## config.mk

```make
export PLATFORM = sky130hd
export DESIGN_NAME = error_poly_sampler_flat
export DESIGN_NICKNAME = d
export VERILOG_FILES = /design/src/rtl/error_poly_sampler_if.sv /design/src/rtl/error_poly_sampler.sv /design/src/flat_wrapper.sv
export SDC_FILE = /design/constraint.sdc
export NUM_CORES = 1
export LEC_CHECK = 0
export BUFFER_PORTS_ARGS = -buffer_cell sky130_fd_sc_hd__buf_4
export CORE_UTILIZATION = 30
export DETAILED_ROUTE_END_ITERATION = 7
export GPL_TIMING_DRIVEN = 0
export HOLD_SLACK_MARGIN = 0.1
export PLACE_DENSITY_LB_ADDON = 0.08
export REMOVE_ABC_BUFFERS = 1
export SLEW_MARGIN = 10
export SYNTH_ARGS = -nofsm -noshare
export SYNTH_HDL_FRONTEND = slang
export SYNTH_SLANG_ARGS = --single-unit
```

## constraint.sdc

```tcl
create_clock -name clk -period 2.23 [get_ports clk]
set_input_delay 0.446 -clock clk [delete_from_list [all_inputs] [get_ports clk]]
set_output_delay 0.446 -clock clk [all_outputs]
set_load 0.05 [all_outputs]
```

## src/rtl/error_poly_sampler_if.sv

```systemverilog
// Random-beat handshake and shared BRAM write port of the error polynomial sampler.
// The slave modport is the sampler side; the master modport is the beat source and BRAM owner.
interface error_poly_sampler_if #(
  parameter int LOGN = 13,
  parameter int ETA  = 21
);
  logic                start;
  logic [2*ETA+1:0]    rnd_data;
  logic                rnd_valid;
  logic                rnd_ready;
  logic [LOGN-1:0]     error_bram_wr_addr;
  logic [1:0]          v_bram_wr_data;
  logic [5:0]          e1_bram_wr_data;
  logic                error_bram_wea;
  logic                busy;
  logic                done;

  modport slave (
    input  start, rnd_data, rnd_valid,
    output rnd_ready, error_bram_wr_addr, v_bram_wr_data, e1_bram_wr_data,
           error_bram_wea, busy, done
  );

  modport master (
    output start, rnd_data, rnd_valid,
    input  rnd_ready, error_bram_wr_addr, v_bram_wr_data, e1_bram_wr_data,
           error_bram_wea, busy, done
  );
endinterface

```

## src/rtl/error_poly_sampler.sv

```systemverilog
// Samples one ternary v and one centred-binomial e1 coefficient per random beat
// and writes them to BRAM addresses 0..N-1 through a two-stage pipeline.
module error_poly_sampler #(
  parameter int N    = 8192,
  parameter int LOGN = 13,
  parameter int ETA  = 21
) (
  input  logic                 clk,
  input  logic                 rst,
  error_poly_sampler_if.slave  bus
);

  typedef enum logic [1:0] {
    ST_IDLE  = 2'd0,
    ST_RUN   = 2'd1,
    ST_DRAIN = 2'd2,
    ST_DONE  = 2'd3
  } state_t;

  localparam logic [LOGN-1:0] LAST_ADDR = LOGN'(N - 1);

  state_t          state_r;
  state_t          state_s;
  logic            accept_s;
  logic [LOGN-1:0] issue_cnt_r;
  logic            s1_valid_r;
  logic [1:0]      s1_v_r;
  logic [4:0]      s1_pa_r;
  logic [4:0]      s1_pb_r;
  logic [LOGN-1:0] s1_addr_r;
  logic            wea_r;
  logic [LOGN-1:0] addr_r;
  logic [1:0]      v_data_r;
  logic [5:0]      e1_data_r;

  function automatic logic [4:0] popcount(input logic [ETA-1:0] bits);
    logic [4:0] cnt;
    cnt = 5'd0;
    for (int i = 0; i < ETA; i++) begin
      cnt = cnt + {4'd0, bits[i]};
    end
    return cnt;
  endfunction

  function automatic logic [1:0] map_v(input logic [1:0] bits);
    logic [1:0] res;
    case (bits)
      2'b01:   res = 2'b01;
      2'b10:   res = 2'b11;
      default: res = 2'b00;
    endcase
    return res;
  endfunction

  // Sign+magnitude of pa-pb; equal counts give +0, so no negative zero.
  function automatic logic [5:0] to_sign_mag(input logic [4:0] pa, input logic [4:0] pb);
    logic [5:0] res;
    if (pa >= pb) begin
      res = {1'b0, pa - pb};
    end else begin
      res = {1'b1, pb - pa};
    end
    return res;
  endfunction

  // Beat acceptance and next-state decode.
  always_comb begin
    accept_s = (state_r == ST_RUN) && bus.rnd_valid;
    state_s  = state_r;
    case (state_r)
      ST_IDLE: begin
        if (bus.start) state_s = ST_RUN;
        else           state_s = ST_IDLE;
      end
      ST_RUN: begin
        if (accept_s && (issue_cnt_r == LAST_ADDR)) state_s = ST_DRAIN;
        else                                        state_s = ST_RUN;
      end
      ST_DRAIN: begin
        if (wea_r && (addr_r == LAST_ADDR)) state_s = ST_DONE;
        else                                state_s = ST_DRAIN;
      end
      ST_DONE: state_s = ST_IDLE;
      default: state_s = ST_IDLE;
    endcase
  end

  // State register.
  always_ff @(posedge clk or posedge rst) begin
    if (rst) state_r <= ST_IDLE;
    else     state_r <= state_s;
  end

  // Issue counter: index of the next beat to accept.
  always_ff @(posedge clk or posedge rst) begin
    if (rst)                                  issue_cnt_r <= '0;
    else if ((state_r == ST_IDLE) && bus.start) issue_cnt_r <= '0;
    else if (accept_s)                        issue_cnt_r <= issue_cnt_r + {{(LOGN-1){1'b0}}, 1'b1};
    else                                      issue_cnt_r <= issue_cnt_r;
  end

  // Stage 1: capture v bits and both popcounts of the accepted beat.
  always_ff @(posedge clk or posedge rst) begin
    if (rst) begin
      s1_valid_r <= 1'b0;
      s1_v_r     <= 2'b00;
      s1_pa_r    <= 5'd0;
      s1_pb_r    <= 5'd0;
      s1_addr_r  <= '0;
    end else begin
      s1_valid_r <= accept_s;
      if (accept_s) begin
        s1_v_r    <= bus.rnd_data[1:0];
        s1_pa_r   <= popcount(bus.rnd_data[ETA+1:2]);
        s1_pb_r   <= popcount(bus.rnd_data[2*ETA+1:ETA+2]);
        s1_addr_r <= issue_cnt_r;
      end
    end
  end

  // Stage 2: map to sign+magnitude and register the BRAM write.
  always_ff @(posedge clk or posedge rst) begin
    if (rst) begin
      wea_r     <= 1'b0;
      addr_r    <= '0;
      v_data_r  <= 2'b00;
      e1_data_r <= 6'd0;
    end else begin
      wea_r <= s1_valid_r;
      if (s1_valid_r) begin
        addr_r    <= s1_addr_r;
        v_data_r  <= map_v(s1_v_r);
        e1_data_r <= to_sign_mag(s1_pa_r, s1_pb_r);
      end
    end
  end

  assign bus.rnd_ready          = (state_r == ST_RUN);
  assign bus.busy               = (state_r != ST_IDLE);
  assign bus.done               = (state_r == ST_DONE);
  assign bus.error_bram_wea     = wea_r;
  assign bus.error_bram_wr_addr = addr_r;
  assign bus.v_bram_wr_data     = v_data_r;
  assign bus.e1_bram_wr_data    = e1_data_r;

endmodule

```

## src/flat_wrapper.sv

```systemverilog
// flat-port wrapper written by rule: the top's interface ports become plain ports
module error_poly_sampler_flat 
#(
  parameter int N    = 8192,
  parameter int LOGN = 13,
  parameter int ETA  = 21
)
  (clk, rst, bus_start, bus_rnd_data, bus_rnd_valid, bus_rnd_ready, bus_error_bram_wr_addr, bus_v_bram_wr_data, bus_e1_bram_wr_data, bus_error_bram_wea, bus_busy, bus_done);
  error_poly_sampler_if #(.LOGN(LOGN), .ETA(ETA)) bus_i ();
  input  logic clk;
  input  logic rst;
  input wire logic [$bits(bus_i.start)-1:0] bus_start;
  input wire logic [$bits(bus_i.rnd_data)-1:0] bus_rnd_data;
  input wire logic [$bits(bus_i.rnd_valid)-1:0] bus_rnd_valid;
  output wire logic [$bits(bus_i.rnd_ready)-1:0] bus_rnd_ready;
  output wire logic [$bits(bus_i.error_bram_wr_addr)-1:0] bus_error_bram_wr_addr;
  output wire logic [$bits(bus_i.v_bram_wr_data)-1:0] bus_v_bram_wr_data;
  output wire logic [$bits(bus_i.e1_bram_wr_data)-1:0] bus_e1_bram_wr_data;
  output wire logic [$bits(bus_i.error_bram_wea)-1:0] bus_error_bram_wea;
  output wire logic [$bits(bus_i.busy)-1:0] bus_busy;
  output wire logic [$bits(bus_i.done)-1:0] bus_done;
  assign bus_i.start = bus_start;
  assign bus_i.rnd_data = bus_rnd_data;
  assign bus_i.rnd_valid = bus_rnd_valid;
  assign bus_rnd_ready = bus_i.rnd_ready;
  assign bus_error_bram_wr_addr = bus_i.error_bram_wr_addr;
  assign bus_v_bram_wr_data = bus_i.v_bram_wr_data;
  assign bus_e1_bram_wr_data = bus_i.e1_bram_wr_data;
  assign bus_error_bram_wea = bus_i.error_bram_wea;
  assign bus_busy = bus_i.busy;
  assign bus_done = bus_i.done;
  error_poly_sampler #(.N(N), .LOGN(LOGN), .ETA(ETA)) u_core (.clk(clk), .rst(rst), .bus(bus_i));
endmodule
```

# --- Word level (Yosys, flattened, before mapping) ---
# Cells that the tools add are included.
totals:
  input_bits: 48
  out_inout_bits: 25
  ff_bits: 63
  ram_bits: 0
  memories: 0
  latchBits: 0
  elab_cells: 77
  rom_bits: 0
op_classes:
  add_sub_neg: 43
  n_lt_le_gt_ge: 1
  div: 0
  n_mux: 8
  bitwise: 0
  reduce_logical: 7
  eq_ne: 7
  shifts: 0
  mul: 0
ops:
  columns: ["operator", "n"]
  rows:
  - ["$add A5 B1 Y5", 38]
  - ["$eq A13 B13 Y1 const B", 2]
  - ["$mux W13", 2]
  - ["$add A13 B1 Y13 const B", 1]
  - ["$sub A5 B5 Y5", 2]
  - ["$pmux W2 S4", 1]
  - ["$eq A2 B2 Y1 const B", 3]
  - ["$mux W6", 1]
  - ["$ge A5 B5 Y1", 1]
  - ["$add A1 B1 Y2", 2]
  - ["$eq A2 B1 Y1 const B", 2]
  - ["$logic_and A1 B1 Y1", 4]
  - ["$pmux W2 S2", 1]
  - ["$reduce_bool A2 Y1", 2]
  - ["$logic_not A2 Y1", 1]
  - ["$mux W1", 2]
  - ["$mux W2", 1]

# --- Logic depth before layout (Yosys ltp) ---
logic_depth:
  word_depth: 20
  mapped_depth: 15
  depth_no_buf: 15

# --- Worst setup path after synthesis ---
# OpenSTA, ideal clock, no wires.
synth_path:
  path_type: "input -> register"
  from: "in bus_rnd_data[2]"
  to: "reg u_core.s1_pa_r[4]"
  path_stages: 13
  arrival_time_ns: 4.114
  n_path_buf: 0
  required_ns: 2.093
  slack_ns: -2.021
  cell_sequence: "ha_1 > inv_1 > fa_1 > fa_1 > fa_1 > fa_1 > fa_1 > inv_1 > ha_1 > fa_1 > a21o_1 > a21oi_1 > a21oi_1"
synth_via:
  elab_chain_len: 20
synth_lines:
  columns: ["element", "line", "source"]
  rows:
  - ["start, declared", "flat_wrapper.sv:13", "input wire logic [$bits(bus_i.rnd_data)-1:0] bus_rnd_data;"]
  - ["$add A1 B1 Y2", "error_poly_sampler.sv:40", "cnt = cnt + {4'd0, bits[i]};"]
  - ["$add A5 B1 Y5 (19 in series)", "error_poly_sampler.sv:40", null]
  - ["end signal, assigned", "error_poly_sampler.sv:114", "s1_pa_r <= popcount(bus.rnd_data[ETA+1:2]);"]
  - ["end, declared", "error_poly_sampler.sv:28", "logic [4:0] s1_pa_r;"]
# Every way passes these cells.
# A chain may end at the register's enable or synchronous reset.

# --- Worst setup path after layout ---
# Same ends and word-level chain as after synthesis.

==> impl_metrics.env <==
export IMPL_clk_path_buf_depth=2
export IMPL_ys_types=41
export IMPL_status="complete, but fails checks"
export IMPL_die_area_um2=13600
export IMPL_hp_class="in -> reg"
export IMPL_placed_cells=629
export IMPL_drc=0
export IMPL_postSynthCellCount=392
export IMPL_design_area_um2=5170
export IMPL_synth_seq_area_share=0.400
export IMPL_antenna_found_initial=0
export IMPL_grt_pass1_wl_um=13500
export IMPL_vias=2837
export IMPL_drive_above_1_share=0.304
export IMPL_ios=73
export IMPL_portBuffers=72
export IMPL_crit_type="in -> reg"
export IMPL_critPathArrivalTime_ps=4220
export IMPL_htree_levels=3
export IMPL_start_util=0.310
export IMPL_cts_buffers=9
export IMPL_hold_depth=3
export IMPL_yosys_warnings=0
export IMPL_leakage_nw=2.64
export IMPL_crit_path_max_fanout=2
export IMPL_area_growth_pct=31.2
export IMPL_slew_violations=0
export IMPL_crit_start="bus_rnd_data[2]"
export IMPL_cts_root_buffer="clkbuf_16"
export IMPL_stdcell_count=652
export IMPL_avgViaCountPerCell=4.35
export IMPL_fill_cells=1322
export IMPL_timing_rr_start="u_core.s1_pb_r[0]"
export IMPL_clkSinkCount=63
export IMPL_cp_required_ps=2440
export IMPL_fin_crit_sh=1.80
export IMPL_cts_tree="done"
export IMPL_worst_path_largest_cell_delay_ps=540
export IMPL_max_freq_mhz=250
export IMPL_fin_ws_ps=-1780
export IMPL_layout_common_cells="inv_1 (73), buf_4 (73), dfrtp_1 (62)"
export IMPL_hpwl_um=5920
export IMPL_p_per_area_nw_per_um2=1310
export IMPL_finalHoldViolCount=0
export IMPL_finalNetCount=580
export IMPL_syn_mean_instance_area_um2=10.1
export IMPL_clock_skew_ps=5.90
export IMPL_antennaDiodeCount=0
export IMPL_cts_clk_slew_worst_paths_ps=50
export IMPL_relSlewSlack=0.322
export IMPL_clock_latency_ps=330
export IMPL_wire_per_inst_um=12.2
export IMPL_final_core_util=0.406
export IMPL_rsz0062_at_grt="true"
export IMPL_cap_viol_max_count=0
export IMPL_globalplace_congestion=0.760
export IMPL_finalCriticalPeriod_ps=4010
export IMPL_post_place_ws_ps=-2390
export IMPL_grt_util_all_layers=0.131
export IMPL_irDropWorstVdd_mv=0.402
export IMPL_cp_cell_sequence="buf_6 -> ha_4 -> inv_2 -> fa_1 -> fa_2 -> fa_2 -> fa_1 -> fa_1 -> inv_2 -> ha_4 -> fa_2 -> a21o_1 -> a21oi_2 -> a21oi_2"
export IMPL_grt_overflow=0
export IMPL_cp_end_kind="flip-flop"
export IMPL_netlist_area_um2=3940
export IMPL_drt_pass1_iterations=4
export IMPL_r2r_end="u_core.bus.e1_bram_wr_data[4]"
export IMPL_rr_worst_depth=7
export IMPL_grt_pass1_vias=2955
export IMPL_design_core_area_um2=12700
export IMPL_synth_seq_cells=63
export IMPL_hp_start="bus_rnd_data[1]"
export IMPL_wl_um=7960
export IMPL_placed_area_um2=4690
export IMPL_dr_first_iter_drc_count=91
export IMPL_rows=41
export IMPL_violations="setup timing"
export IMPL_fp_dieW_um=117
export IMPL_die_height_um=117
export IMPL_worst_slew_pin_slew_ps=1010
export IMPL_setup_viol=10
export IMPL_worstHoldEndpoint="u_core.s1_v_r[1]"
export IMPL_drtAntennaViolNets=0
export IMPL_startpoint_type="input pin"
export IMPL_reg2reg_slack_ps=160
export IMPL_cp_slowest_cell="fa_2"
export IMPL_grt_max_degree=54
export IMPL_setup_tns_ps=-15730
[cells in the mapped netlist]
library cell | instances | area [µm²]
a2111oi_0 | 1 | 8.76
a211o_1 | 3 | 26.3
a21o_1 | 4 | 30.0
a21o_2 | 1 | 8.76
a21oi_1 | 9 | 45.0
a221oi_1 | 1 | 8.76
a22o_1 | 1 | 8.76
a22oi_1 | 2 | 15.0
a31oi_1 | 2 | 12.5
and2_1 | 2 | 12.5
and4_1 | 2 | 17.5
and4b_1 | 1 | 10.0
buf_1 | 1 | 3.75
buf_2 | 1 | 5.00
clkbuf_1 | 6 | 22.5
dfrtp_1 | 63 | 1580
fa_1 | 30 | 601
ha_1 | 27 | 338
inv_1 | 82 | 308
mux2_2 | 16 | 180
mux2i_1 | 1 | 10.0
nand2_1 | 53 | 199
nand3_1 | 5 | 25.0
nand4_1 | 5 | 31.3
nand4b_1 | 1 | 8.76
nor2_1 | 18 | 67.6
nor2b_1 | 3 | 18.8
nor3_1 | 3 | 15.0
nor3b_1 | 1 | 7.51
nor4_1 | 1 | 6.26
nor4b_1 | 1 | 8.76
o211ai_1 | 1 | 7.51
o21ai_0 | 20 | 100
o21ba_1 | 1 | 10.0
o21bai_1 | 1 | 7.51
o221a_1 | 1 | 11.3
or2_2 | 2 | 12.5
or3_1 | 4 | 25.0
or3_2 | 1 | 7.51
xnor2_1 | 7 | 61.3
xor2_1 | 7 | 61.3
[flip-flops by register name, summed over array words and instances, names as in the netlist, 2 cells and up, named ones only]
signal / cells
u_core.bus.e1_bram_wr_data: 6
u_core.bus.error_bram_wr_addr: 13
u_core.bus.v_bram_wr_data: 2
u_core.issue_cnt_r: 13
u_core.s1_addr_r: 13
u_core.s1_pa_r: 5
u_core.s1_pb_r: 5
u_core.s1_v_r: 2
[kinds of logic after synthesis]
kind of cell    count (synthesis)  synth area share
compound gates                 48            0.0762
xor+xnor                       14            0.0311
fa+ha+maj                      57             0.238
buf+inv                        90            0.0861
flops                          63             0.400
mux                            17            0.0483
simple gates                  103             0.120
[critical path, delay by kind of cell]
family | cells | cell delay, ps
compound gates | 3 | 380
buf+inv | 3 | 170
fa+ha+maj | 8 | 3210
[metrics by stage]
stage                     power, mW  hold slack, ps
after floorplan                4.27             440
after global placement         5.11             456
after detailed placement       5.15             376
after CTS                      6.84             299
after global routing           7.46             336
final                          6.79             308
[what timing repair did]
action                                  in CTS  in global routing
pin swaps                                   21                 10
endpoints found under the setup margin      26                 14
resized for setup                           33                 12
hold endpoints to repair                    10                  0
setup buffers                                2                  3
hold buffers                                 1                  0
gates cloned                                 1                  0
[where the power goes]
group	total (mW)	switching, mW	leakage (nW)	internal, mW
clock network	1.38	0.520	0.142	0.865
registers	1.72	0.253	0.816	1.47
logic	3.69	2.04	1.68	1.65
total	6.79	2.81	2.64	3.98
[worst max-delay path by stage]
stage / cells after the start / endpoint / slack [ps]
after detailed placement: 14 / u_core.s1_pa_r[4] / -2390
after global placement: 14 / u_core.s1_pa_r[4] / -2350
after floorplan: 13 / u_core.s1_pa_r[4] / -2040
after CTS: 14 / u_core.s1_pa_r[4] / -1840
after global routing: 14 / u_core.s1_pa_r[4] / -1900
final: 14 / u_core.s1_pa_r[4] / -1780
[routing by layer]
metal / GRT usage / share of wire
met5: 0 / 0
met4: 0.0684 / 0.022
met1: 0.167 / 0.49
met2: 0.211 / 0.45
met3: 0.0249 / 0.040
[layout make-up]
type                       count  area (µm²)  share of cell area
clock inverter                 7        72.6              0.0140
timing repair buffer          79         631               0.122
clock buffer                   9         225              0.0436
multi-input combinational    239        2130               0.411
sequential                    63        1580               0.305
timing repair inverter         1        7.51             0.00145
tap                          172         215              0.0416
inverter                      82         314              0.0608
No activity file was read; power rests on OpenSTA's default activity.
